<file path="config.mk">
export PLATFORM = sky130hd
export DESIGN_NAME = lm32_wb_timer_flat
export DESIGN_NICKNAME = d
export VERILOG_FILES = /design/src/rtl/lm32_wb_timer_if.sv /design/src/rtl/lm32_wb_timer.sv /design/src/flat_wrapper.sv
export SDC_FILE = /design/constraint.sdc
export NUM_CORES = 1
export LEC_CHECK = 0
export ABC_AREA = 0
export CAP_MARGIN = 0
export CORE_MARGIN = 2
export CORE_UTILIZATION = 54
export CTS_BUF_LIST = sky130_fd_sc_hd__clkbuf_4
export CTS_CLUSTER_DIAMETER = 150
export DETAILED_ROUTE_END_ITERATION = 12
export GPL_TIMING_DRIVEN = 0
export PLACE_DENSITY = 0.82
export SYNTH_ARGS = -nofsm -noshare
export SYNTH_HDL_FRONTEND = slang
export SYNTH_SLANG_ARGS = --single-unit
</file>
<file path="constraint.sdc">
create_clock -name clk_i -period 3.35 [get_ports clk_i]
set_input_delay 1.005 -clock clk_i [delete_from_list [all_inputs] [get_ports clk_i]]
set_output_delay 1.005 -clock clk_i [all_outputs]
set_load 0.005 [all_outputs]
</file>
<file path="src/rtl/lm32_wb_timer_if.sv">
// Wishbone classic slave port bundle for the LM32 timer.
// Signal names follow the Wishbone datasheet (slave view).
interface lm32_wb_timer_if;
  logic [31:0] ADR_I;
  logic [31:0] DAT_I;
  logic [3:0]  SEL_I;
  logic        WE_I;
  logic        CYC_I;
  logic        STB_I;
  logic [31:0] DAT_O;
  logic        ACK_O;
  logic        ERR_O;
  logic        RTY_O;

  modport master (
    output ADR_I, DAT_I, SEL_I,
    output WE_I, CYC_I, STB_I,
    input  DAT_O, ACK_O, ERR_O, RTY_O
  );

  modport slave (
    input  ADR_I, DAT_I, SEL_I,
    input  WE_I, CYC_I, STB_I,
    output DAT_O, ACK_O, ERR_O, RTY_O
  );
endinterface

</file>
<file path="src/rtl/lm32_wb_timer.sv">
// Prescaled down-counting timer with sticky timeout flag
// and active-low interrupt, on a registered Wishbone slave.
module lm32_wb_timer #(
  parameter int unsigned PRESCALE    = 1,
  parameter int unsigned COUNT_WIDTH = 32
) (
  input  logic           clk_i,
  input  logic           rst_i,
  lm32_wb_timer_if.slave wb,
  output logic           irq_n
);

  localparam int unsigned PW =
    (PRESCALE > 1) ? $clog2(PRESCALE) : 1;
  localparam logic [PW-1:0] PRE_MAX =
    PW'(PRESCALE - 1);
  localparam int unsigned CW = COUNT_WIDTH;

  logic          en;
  logic          ar;
  logic          ie;
  logic          to;
  logic [CW-1:0] period;
  logic [CW-1:0] count;
  logic [PW-1:0] pre;

  logic          req;
  logic          wr_ok;
  logic          wr_bad;
  logic [1:0]    reg_sel;
  logic          wr_ctrl;
  logic          wr_status;
  logic          wr_period;
  logic          wr_count;
  logic          tick;
  logic          expire;
  logic          to_clr;
  logic [31:0]   rd_data;

  logic unused_adr;
  assign unused_adr =
    ^{wb.ADR_I[31:4], wb.ADR_I[1:0]};

  assign reg_sel = wb.ADR_I[3:2];
  assign req = wb.STB_I & wb.CYC_I &
               ~wb.ACK_O & ~wb.ERR_O;
  assign wr_ok = req & wb.WE_I &
                 (wb.SEL_I == 4'hF);
  assign wr_bad = req & wb.WE_I &
                  (wb.SEL_I != 4'hF);

  assign wr_ctrl   = wr_ok & (reg_sel == 2'd0);
  assign wr_status = wr_ok & (reg_sel == 2'd1);
  assign wr_period = wr_ok & (reg_sel == 2'd2);
  assign wr_count  = wr_ok & (reg_sel == 2'd3);

  // A COUNT write in a tick cycle swallows that tick.
  assign tick   = en & (pre == PRE_MAX);
  assign expire = tick & (count == '0) & ~wr_count;
  assign to_clr = wr_status & wb.DAT_I[0];

  assign wb.RTY_O = 1'b0;

  always_comb begin
    rd_data = '0;
    unique case (1'b1)
      (reg_sel == 2'd0): rd_data[2:0] = {ie, ar, en};
      (reg_sel == 2'd1): rd_data[0]   = to;
      (reg_sel == 2'd2): rd_data[CW-1:0] = period;
      (reg_sel == 2'd3): rd_data[CW-1:0] = count;
    endcase
  end

  always_ff @(posedge clk_i) begin
    if (rst_i) begin
      wb.ACK_O <= 1'b0;
      wb.ERR_O <= 1'b0;
      wb.DAT_O <= '0;
      irq_n    <= 1'b1;
    end else begin
      wb.ACK_O <= req & ~wr_bad;
      wb.ERR_O <= wr_bad;
      if (req) wb.DAT_O <= rd_data;
      irq_n    <= ~(to & ie);
    end
  end

  always_ff @(posedge clk_i) begin
    if (rst_i) begin
      pre <= '0;
    end else if (!en || wr_ctrl || tick) begin
      pre <= '0;
    end else begin
      pre <= pre + 1'b1;
    end
  end

  // A bus write to CTRL overrides one-shot EN clear.
  always_ff @(posedge clk_i) begin
    if (rst_i) begin
      en <= 1'b0;
      ar <= 1'b0;
      ie <= 1'b0;
    end else if (wr_ctrl) begin
      {ie, ar, en} <= wb.DAT_I[2:0];
    end else if (expire && !ar) begin
      en <= 1'b0;
    end
  end

  always_ff @(posedge clk_i) begin
    if (rst_i) begin
      to <= 1'b0;
    end else if (expire) begin
      to <= 1'b1;
    end else if (to_clr) begin
      to <= 1'b0;
    end
  end

  always_ff @(posedge clk_i) begin
    if (rst_i) begin
      period <= '0;
    end else if (wr_period) begin
      period <= wb.DAT_I[CW-1:0];
    end
  end

  always_ff @(posedge clk_i) begin
    if (rst_i) begin
      count <= '0;
    end else if (wr_count) begin
      count <= wb.DAT_I[CW-1:0];
    end else if (tick) begin
      if (count != '0) begin
        count <= count - 1'b1;
      end else if (ar) begin
        count <= period;
      end
    end
  end

endmodule

</file>
<file path="src/flat_wrapper.sv">
// flat-port wrapper written by rule: the top's interface ports become plain ports
module lm32_wb_timer_flat 
#(
  parameter int unsigned PRESCALE    = 1,
  parameter int unsigned COUNT_WIDTH = 32
)
  (clk_i, rst_i, irq_n, wb_ADR_I, wb_DAT_I, wb_SEL_I, wb_WE_I, wb_CYC_I, wb_STB_I, wb_DAT_O, wb_ACK_O, wb_ERR_O, wb_RTY_O);
  lm32_wb_timer_if wb_i ();
  input  logic clk_i;
  input  logic rst_i;
  output logic irq_n;
  input wire logic [$bits(wb_i.ADR_I)-1:0] wb_ADR_I;
  input wire logic [$bits(wb_i.DAT_I)-1:0] wb_DAT_I;
  input wire logic [$bits(wb_i.SEL_I)-1:0] wb_SEL_I;
  input wire logic [$bits(wb_i.WE_I)-1:0] wb_WE_I;
  input wire logic [$bits(wb_i.CYC_I)-1:0] wb_CYC_I;
  input wire logic [$bits(wb_i.STB_I)-1:0] wb_STB_I;
  output wire logic [$bits(wb_i.DAT_O)-1:0] wb_DAT_O;
  output wire logic [$bits(wb_i.ACK_O)-1:0] wb_ACK_O;
  output wire logic [$bits(wb_i.ERR_O)-1:0] wb_ERR_O;
  output wire logic [$bits(wb_i.RTY_O)-1:0] wb_RTY_O;
  assign wb_i.ADR_I = wb_ADR_I;
  assign wb_i.DAT_I = wb_DAT_I;
  assign wb_i.SEL_I = wb_SEL_I;
  assign wb_i.WE_I = wb_WE_I;
  assign wb_i.CYC_I = wb_CYC_I;
  assign wb_i.STB_I = wb_STB_I;
  assign wb_DAT_O = wb_i.DAT_O;
  assign wb_ACK_O = wb_i.ACK_O;
  assign wb_ERR_O = wb_i.ERR_O;
  assign wb_RTY_O = wb_i.RTY_O;
  lm32_wb_timer #(.PRESCALE(PRESCALE), .COUNT_WIDTH(COUNT_WIDTH)) u_core (.clk_i(clk_i), .rst_i(rst_i), .wb(wb_i), .irq_n(irq_n));
endmodule
</file>
==> flow_summary_export.csv, run 1 <==
group,metric,value,unit
setup_path,r2r_cells,6,
timing,fin_crit_sh,0.9583,
logic_synthesis,synth_top_area_cell,"dfxtp_1",
job,maxCapViolCount,0,
placement,dp_hpwl,12630,um
global_route,grt_max_degree,17,
global_route,overflow,0,
logic_synthesis,syn_inst,692,
finish,antenna-diode-count,0,
power_and_ir_drop,p_leak,2.359,nW
logic_synthesis,async_reset_ff_frac,0,
setup_path,arrival,3.58,ns
power_and_ir_drop,peakVddDrop,0.2209,mV
power_and_ir_drop,p_sw_frac,0.2531,
power_and_ir_drop,p_total,2.189,mW
clock_tree,path_clk_slew,0.16,ns
timing,setup_viol,0,
setup_path,worstPathBufferInverterCount,0,
floorplan,die-width,104.2,um
timing,drv_slew,0,
power_and_ir_drop,power.switching,0.5541,mW
power_and_ir_drop,power_frac_seq,0.568,
placement,io_buffers,77,
power_and_ir_drop,intPower,1.635,mW
power_and_ir_drop,combPwrFrac,0.092,
routing,drc_errors,0,
timing,timing.fmax,0.3115,GHz
power_and_ir_drop,clkPwrFrac,0.339,
clock_tree,clkSinkCount,104,
finish,layout_common_cells,"nand2_1, dfxtp_1, a21oi_1",
setup_path,cp-start-kind,"flip-flop",
logic_synthesis,syn_area,5419,um^2
setup_path,critPathTopFamily,"simple AND/OR/NAND/NOR gates",
timing,period_needed,3.210,ns
routing,viasPerCell,6.159,
min_path,worstHoldPathCells,1,
floorplan,rows,36,
finish,final_nets,856,
routing,vias,5660,
setup_path,end_kind,"flip-flop",
placement,gp_congestion,0.9521,
setup_path,required,3.72,ns
clock_tree,htree_levels,3,
clock_tree,cts_tree,"built",
logic_synthesis,yosys_warnings,0,
routing,avgRoutedWirePerCell,19.19,um
routing,drt-initial-drc-count,505,
clock_tree,clk_latency,0.48,ns
setup_path,path_cells,"nor3_2 -> nand4_1 -> nor4_2 -> a211oi_1 -> o21ai_1 -> or3b_1",
setup_path,path_class,"flip-flop to flip-flop",
setup_path,slowest_stage,"nor4_2",
logic_synthesis,yosysSeqAreaShare,0.3842,
floorplan,dieArea,10850,um^2
finish,final_common_cell,"nand2_1",
finish,area_delta_synth_final,20.90,%
floorplan,ios,109,
min_path,hold_class,"flip-flop to flip-flop",
floorplan,fp.dieH,104.2,um
setup_path,cp.depth,6,
routing,antenna_left,0,
finish,fillerInstances,870,
logic_synthesis,synth_edf_count,0,
logic_synthesis,yosysTopAreaCellShare,0.3842,
setup_path,critPathMaxStageDelay,0.88,ns
global_route,track_usage,0.3265,
clock_tree,postCtsSetupRepairBufs,0,
logic_synthesis,synth.area.top_cells,"dfxtp_1, nand2_1, a21oi_1",
logic_synthesis,synthFlopType,"dfxtp_1",
timing,relSlewSlack,0.4269,
timing,tightestPinTransition,0.8525,ns
logic_synthesis,avgSynthCellArea,7.831,um^2
floorplan,core,9774,um^2
global_route,antenna_found_initial,0,
finish,final_util,0.6703,
timing,rsz0062_at_grt,"no",
setup_path,crit_fanout,9,
timing,finalHoldViolations,0,
clock_tree,clock_path_buffers,2,
clock_tree,cts_buffers,9,
logic_synthesis,synth_cell_types,69,
logic_synthesis,synth_seq_cells,104,
clock_tree,cts_root_buf,"clkbuf_4",
global_route,grt_pass1_vias,5498,
routing,first_pass_iters,5,
outcome,outcome,"finished clean",
finish,layout-drive-gt1-share,0.1107,
global_route,grt_pass1_wl,28390,um
power_and_ir_drop,powerDensity,334.2,nW/um^2
floorplan,initial_core_util,0.5544,
timing,worst_clock_skew,0.01361,ns
routing,totalWireLength,17630,um
[metrics by stage]
step           std cells  worst slack [ns]  TNS (ns)  instance area [um^2]  hold WS [ns]
2_1_floorplan        693            0.5821         0                  5423        0.3937
3_3_place_gp         903           -0.5347    -23.17                  6360        0.4132
3_5_place_dp         903           -0.6841    -29.83                  6360        0.4180
4_1_cts              919          0.002410         0                  6535        0.4574
5_1_grt              919           0.01352         0                  6551        0.4763
6_report             919            0.1396         0                  6551        0.4491
[state kept, by name, indices dropped and copies added, names as in the netlist]
name             flops
u_core.to            1
u_core.pre           1
u_core.wb.DAT_O     32
u_core.count        32
u_core.en            1
u_core.period       32
u_core.ie            1
u_core.wb.ERR_O      1
u_core.ar            1
u_core.wb.ACK_O      1
u_core.irq_n         1
[final cells by class]
class	count	area [um^2]	area share
multi-input cells	527	3078	0.4698
plain buffers	56	272.8	0.04163
inverters	6	22.52	0.003438
well taps	133	166.4	0.02540
flip-flops and latches	104	2082	0.3178
clock inverters	6	83.83	0.01280
clock buffers	10	75.07	0.01146
repair buffers	77	770.7	0.1176
[cell usage after synthesis, types with 3 or more instances]
library cell  instances
nor4_1               17
and3_1               10
a221o_1               6
nor3_1               20
o211ai_1              5
xnor2_1              12
mux2_2               30
or3_1                10
nor2_1               44
o21ai_1               4
a21oi_1              87
xor2_1                3
nand4_1               8
nand3_1              43
o31ai_1               3
nand2_1             138
o21ai_0              12
nor4b_1               3
or4_1                 3
a22oi_1               5
buf_2                 4
buf_4                 4
clkbuf_1             44
o22ai_1               6
dfxtp_1             104
inv_1                 6
a31oi_1               3
a211oi_1              4
[kinds of logic after synthesis]
kind of cell	Yosys count	share of synthesized area
compound gates	156	0.1824
xor+xnor	15	0.02424
fa+ha+maj	2	0.004617
buf+inv	62	0.05357
flops	104	0.3842
mux	32	0.06834
other cells	1	0.0006920
simple gates	320	0.2819
[what timing repair did]
item / CTS / global route
gates resized for setup: 3 / 10
hold buffers: 0 / 0
setup endpoints to repair: 35 / 52
[power groups by stage]
stage / clock network, mW / logic [mW] / registers, mW
2_1_floorplan: 0 / 0.0914 / 1.27
5_1_grt: 0.788 / 0.215 / 1.25
4_1_cts: 0.732 / 0.199 / 1.24
3_5_place_dp: 0 / 0.197 / 1.27
6_report: 0.743 / 0.202 / 1.24
3_3_place_gp: 0 / 0.195 / 1.27
[metal layers]
metal,vias to the layer above,part of all wire,global-route usage
li1,2656,-,-
met1,2678,0.42,0.4253
met2,282,0.47,0.5423
met3,44,0.083,0.05201
met4,0,0.027,0.1293
met5,-,0,0
[worst register-to-register path, delay by kind of cell (launching register included)]
kind | cells | cell delay [ns]
AND/OR/NAND/NOR | 4 | 2.37
AO/OA/AOI/OAI | 2 | 0.32
flip-flops | 1 | 0.42
[final timing paths]
| path | start | endpoint | slack, ns |
|---|---|---|---|
| min reg2reg | u_core.to | u_core.irq_n | 0.45 |
| min | u_core.to | u_core.irq_n | 0.45 |
| max | u_core.count[2] | u_core.count[23] | 0.14 |
| max reg2reg | u_core.count[2] | u_core.count[23] | 0.14 |
Power figures use the tool's default switching activity.
==> run 2, diff against run 1 <==
--- a/config.mk
+++ b/config.mk
@@ -6,6 +6,7 @@
 export NUM_CORES = 1
 export LEC_CHECK = 0
 export ABC_AREA = 0
+export ABC_CLOCK_PERIOD_IN_PS = 3350
 export CAP_MARGIN = 0
 export CORE_MARGIN = 2
 export CORE_UTILIZATION = 54
==> constraint.sdc (replaced) <==
create_clock -name clk_i -period 3.35 [get_ports clk_i]
set_input_delay 0.8375 -clock clk_i [delete_from_list [all_inputs] [get_ports clk_i]]
set_output_delay 0.8375 -clock clk_i [all_outputs]
set_load 0.1 [all_outputs]
==> run 2 against run 1 <==
Net effect:
- maximum frequency fell by 0.78%
- sequential cell count did not move
- combinational power rose by 10%
- sequential power barely moved
- global-route usage barely moved
- first-iteration DRC count fell by 10%
- critical path type is now input pin to flip-flop
- critical endpoint is now u_core.count[22]
- largest cell class unchanged
==> flow_summary_export.csv, run 2 (synthesis results as in run 1) <==
group,metric,value,unit
timing,rsz0062_at_grt,"yes",
placement,dp_hpwl,12630,um
finish,layout-drive-gt1-share,0.1094,
routing,drt-initial-drc-count,453,
power_and_ir_drop,powerDensity,337.1,nW/um^2
clock_tree,hold_buffers,0,
global_route,track_usage,0.3261,
finish,stdcell_area,6550,um^2
global_route,antenna_found_initial,0,
setup_path,path_class,"input pin to flip-flop",
setup_path,crit_fanout,10,
floorplan,initial_core_util,0.5544,
finish,antenna-diode-count,0,
setup_path,required,3.78,ns
routing,totalWireLength,17630,um
clock_tree,clock_path_buffers,2,
finish,final_common_cell,"nand2_1",
min_path,hold_class,"flip-flop to flip-flop",
timing,worst_clock_skew,0.01560,ns
global_route,grt_pass1_vias,5494,
routing,vias,5644,
clock_tree,clk_latency,0.48,ns
timing,timing.fmax,0.3091,GHz
finish,multiInputGateArea,3078,um^2
floorplan,dieArea,10850,um^2
floorplan,ios,109,
floorplan,die-width,104.2,um
timing,finalHoldViolations,0,
finish,fillerInstances,871,
setup_path,critPathMaxStageDelay,0.62,ns
routing,avgRoutedWirePerCell,19.19,um
finish,area_delta_synth_final,20.87,%
setup_path,cp-start-kind,"input pin",
setup_path,slowest_stage,"nand4_1",
global_route,grt_pass1_wl,28370,um
timing,drv_slew,0,
setup_path,arrival,3.66,ns
finish,layout.cells.non_filler,919,
clock_tree,cts_root_buf,"clkbuf_4",
global_route,grt_max_degree,17,
outcome,outcome,"finished clean",
finish,layout_common_cells,"nand2_1, dfxtp_1, a21oi_1",
placement,dp.cells,903,
clock_tree,htree_levels,3,
clock_tree,path_clk_slew,0.16,ns
finish,final-seq-area,2082,um^2
floorplan,core,9774,um^2
placement,dpl_cell_area,6360,um^2
placement,io_buffers,77,
timing,fin_crit_sh,0.9658,
finish,final_nets,856,
clock_tree,clkSinkCount,104,
timing,setup_viol,0,
timing,period_needed,3.236,ns
floorplan,rows,36,
routing,drc_errors,0,
routing,antenna_left,0,
finish,largestRegisters,"u_core.count (32), u_core.period (32), u_core.wb.DAT_O (32)",
timing,relSlewSlack,0.3406,
job,maxCapViolCount,0,
placement,gp_congestion,0.9521,
setup_path,path_cells,"clkdlybuf4s50_1 -> nor4bb_1 -> clkbuf_1 -> nand4_1 -> nor2_1 -> buf_2 -> o2bb2a_1 -> nand3_2",
clock_tree,cts_buffers,9,
global_route,overflow,0,
timing,tightestPinTransition,0.9860,ns
power_and_ir_drop,p_leak,2.355,nW
setup_path,end_kind,"flip-flop",
routing,viasPerCell,6.141,
routing,first_pass_iters,5,
floorplan,fp.dieH,104.2,um
clock_tree,cts_tree,"built",
power_and_ir_drop,peakVddDrop,0.2210,mV
-- run 2: cell type report --
cell class | count | share of cell area
Buffer | 56 | 0.04145
Clock buffer | 10 | 0.01146
Clock inverter | 6 | 0.01280
Inverter | 6 | 0.003438
Multi-Input combinational cell | 527 | 0.4699
Sequential cell | 104 | 0.3179
Tap cell | 133 | 0.02541
Timing Repair Buffer | 77 | 0.1177
-- run 2: path summary, 6_finish.rpt --
check                                       from          endpoint  slack [ns]  cells past startpoint
worst max-delay path                    wb_CYC_I  u_core.count[22]        0.11                      8
worst min-delay path                   u_core.to      u_core.irq_n        0.45                      1
worst max register to register  u_core.count[15]  u_core.count[23]        0.15                      8
worst min register to register         u_core.to      u_core.irq_n        0.45                      1
-- run 2: through the flow --
stage	utilization	TNS, ns	setup slack [ns]	hold slack [ns]	power, mW
5_1_grt	0.6701	-0.0006379	-0.0006379	0.4763	2.268
2_1_floorplan	-	0	0.6813	0.3937	1.383
6_report	0.6701	0	0.1145	0.4547	2.208
4_1_cts	0.6681	0	0.1026	0.4574	2.196
3_3_place_gp	0.6507	-13.14	-0.3672	0.4132	1.486
3_5_place_dp	0.6507	-19.28	-0.5166	0.4180	1.489
-- run 2: worst max-delay path: cells and delay by family --
kind | cells | cell delay [ns]
AO/OA/AOI/OAI | 1 | 0.27
buffers and inverters | 3 | 1.26
AND/OR/NAND/NOR | 4 | 1.28
-- run 2: per-layer routing --
layer,routed length [um],global-route usage
met1,7368,0.4253
met2,8278,0.5432
met3,1463,0.05075
met4,522,0.1264
met5,0,0
-- run 2: repair_timing --
| item | in CTS | in global routing |
|---|---|---|
| endpoints found under the hold margin | 0 | 0 |
| resized for setup | 2 | 9 |
| setup endpoints to repair | 10 | 21 |
| pin swaps | 0 | 0 |
| setup buffers | 0 | 0 |
-- run 2: where the power goes --
group / internal (mW) / switching, mW
Combinational: 0.0842 / 0.139
Sequential: 1.24 / 0.00286
Clock: 0.309 / 0.431
==> RTL change (flow settings as in run 1) <==
Remove the register `irq_n`: a continuous assignment takes its place, so the output `irq_n` follows one clock earlier.
--- a/src/rtl/lm32_wb_timer.sv
+++ b/src/rtl/lm32_wb_timer.sv
@@ -76,14 +76,14 @@
       wb.ACK_O <= 1'b0;
       wb.ERR_O <= 1'b0;
       wb.DAT_O <= '0;
-      irq_n    <= 1'b1;
     end else begin
       wb.ACK_O <= req & ~wr_bad;
       wb.ERR_O <= wr_bad;
       if (req) wb.DAT_O <= rd_data;
-      irq_n    <= ~(to & ie);
     end
   end
+
+  assign irq_n = ~(to & ie);
 
   always_ff @(posedge clk_i) begin
     if (rst_i) begin
Formal check against the unedited RTL: not equivalent (a bounded check fails within 4 cycles, from zero or initial values and one cycle with rst_i high).
==> RTL change against run 1 <==
Global-route usage up 2.7 points. Via count up 3.2%. Power down 9.0%. Sequential cell count down 1. Worst hold slack better by 0.012 ns. Worst setup slack better by 0.056 ns. Clock power down 25%. Area after synthesis up 1.8%. Design area up 0.44%. Final cell count up 0.76%. Wire length up 8.6%. Fmax up 1.8%. Critical path type unchanged.
==> RTL change: results <==
[finish]
antenna_cells = 0
drive_gt1_share_pct = 11.1
fillCellCount = 863
biggestRegsByFlops = "u_core.count (32), u_core.period (32), u_core.wb.DAT_O (32)"
nets = 865

[route]
dr.pass1.iters = 7
routed_wl_mm = 19.1
drtIter0Drc = 621
vias = 5839

[power]
leakage_nw = 2.30
vdd_drop_max_uv = 291

[critical_path]
r2r_setup_slack_ns = 0.20
reg2reg_depth = 7
slowest_stage = "or4_4"
critical-path-max-stage-delay_ns = 0.57
crit_path_max_fanout = 10
timing.rr.start = "u_core.count[8]"
crit_arrival_ns = 3.52
r2r_end = "u_core.count[17]"

[status]
status = "complete, no violations"

[global_route]
grtUsageTotal_pct = 35.4
grt_max_degree = 16
grt_first_pass_wirelength_mm = 30.2
grt_pass1_vias = 5571

[placed_design]
gp_congestion = 0.954
place_area_um2 = 6440
io_buffer_count = 75
dp_hpwl_mm = 14.0

[logic_synthesis]
synth-seq-area-share_pct = 37.4
synth_common_cells = "nand2_1 (130), dfxtp_1 (103), a21oi_1 (84)"
ys_types = 65
yosys-top-cells-area = "dfxtp_1 (37%), nand2_1 (8.8%), a21oi_1 (7.6%), mux2_2 (6.3%), nand3_1 (4.0%)"
async_flop_share_pct = 0

[clocking]
post_cts_resized = 10
clk_latency_ns = 0.50
clk_path_buf_depth = 2
cts_buffers = 9

[sta]
worst_slew_pin_slew_ns = 0.893
holdWs_ns = 0.461
clock_skew_ns = 0.0186
==> RTL change: kinds of logic after synthesis <==
family	share of synthesized area, %
and+or+nand+nor	26.9
other	0.0680
adders and majority gates	0.454
xor gates and xnor gates	2.06
DFF	37.4
muxes	7.46
AOI/OAI and AO/OA	19.5
buffers and inverters	6.21
==> RTL change: report_power, final <==
part,internal [mW],switching [mW]
Clock,0.140,0.415
Sequential,1.23,0.00281
Combinational,0.0855,0.120
Total,1.45,0.539
==> RTL change: per-stage QoR <==
stage	std cells	utilization, %	TNS (ns)	worst slack (ns)	power, mW
5_1_grt	926	66.7	0	0.0432	2.05
6_report	926	66.7	0	0.196	1.99
4_1_cts	927	66.5	0	0.0341	1.99
2_1_floorplan	705	-	0	0.313	1.35
3_3_place_gp	913	65.3	-44.08	-0.949	1.46
3_5_place_dp	913	65.3	-42.34	-0.937	1.46
==> RTL change: area by class of cell <==
cell class / instances / area share [%]
Inverter: 4 / 0.228
Timing Repair Buffer: 75 / 11.4
Multi-Input combinational cell: 538 / 47.9
Clock buffer: 9 / 1.03
Clock inverter: 5 / 0.418
Sequential cell: 103 / 31.3
Tap cell: 133 / 2.53
Buffer: 59 / 5.12
==> RTL change: worst max-delay path: cells and delay by family (launching register included) <==
| family | cells | cell delay (ns) |
|---|---|---|
| flip-flops | 1 | 0.34 |
| AO/OA/AOI/OAI | 1 | 0.42 |
| buffers and inverters | 2 | 0.57 |
| AND/OR/NAND/NOR | 4 | 1.69 |
==> RTL change: how the worst min path moves through the flow <==
stage / startpoint / cells past startpoint / end
6_report: u_core.wb.DAT_O[27] / 2 / u_core.wb.DAT_O[27]
5_1_grt: u_core.wb.DAT_O[21] / 2 / u_core.wb.DAT_O[21]
4_1_cts: u_core.wb.DAT_O[27] / 2 / u_core.wb.DAT_O[27]
3_5_place_dp: u_core.wb.DAT_O[9] / 2 / u_core.wb.DAT_O[9]
3_3_place_gp: u_core.wb.DAT_O[8] / 2 / u_core.wb.DAT_O[8]
2_1_floorplan: u_core.period[13] / 2 / u_core.period[13]
==> RTL change: routing by layer <==
| metal | track usage [%] | vias up | share of wire (%) |
|---|---|---|---|
| met5 | 0 | - | 0 |
| met4 | 11.5 | 0 | 2.6 |
| met3 | 7.49 | 43 | 11 |
| met2 | 55.4 | 366 | 46 |
| met1 | 48.5 | 2738 | 40 |
| li1 | - | 2692 | - |
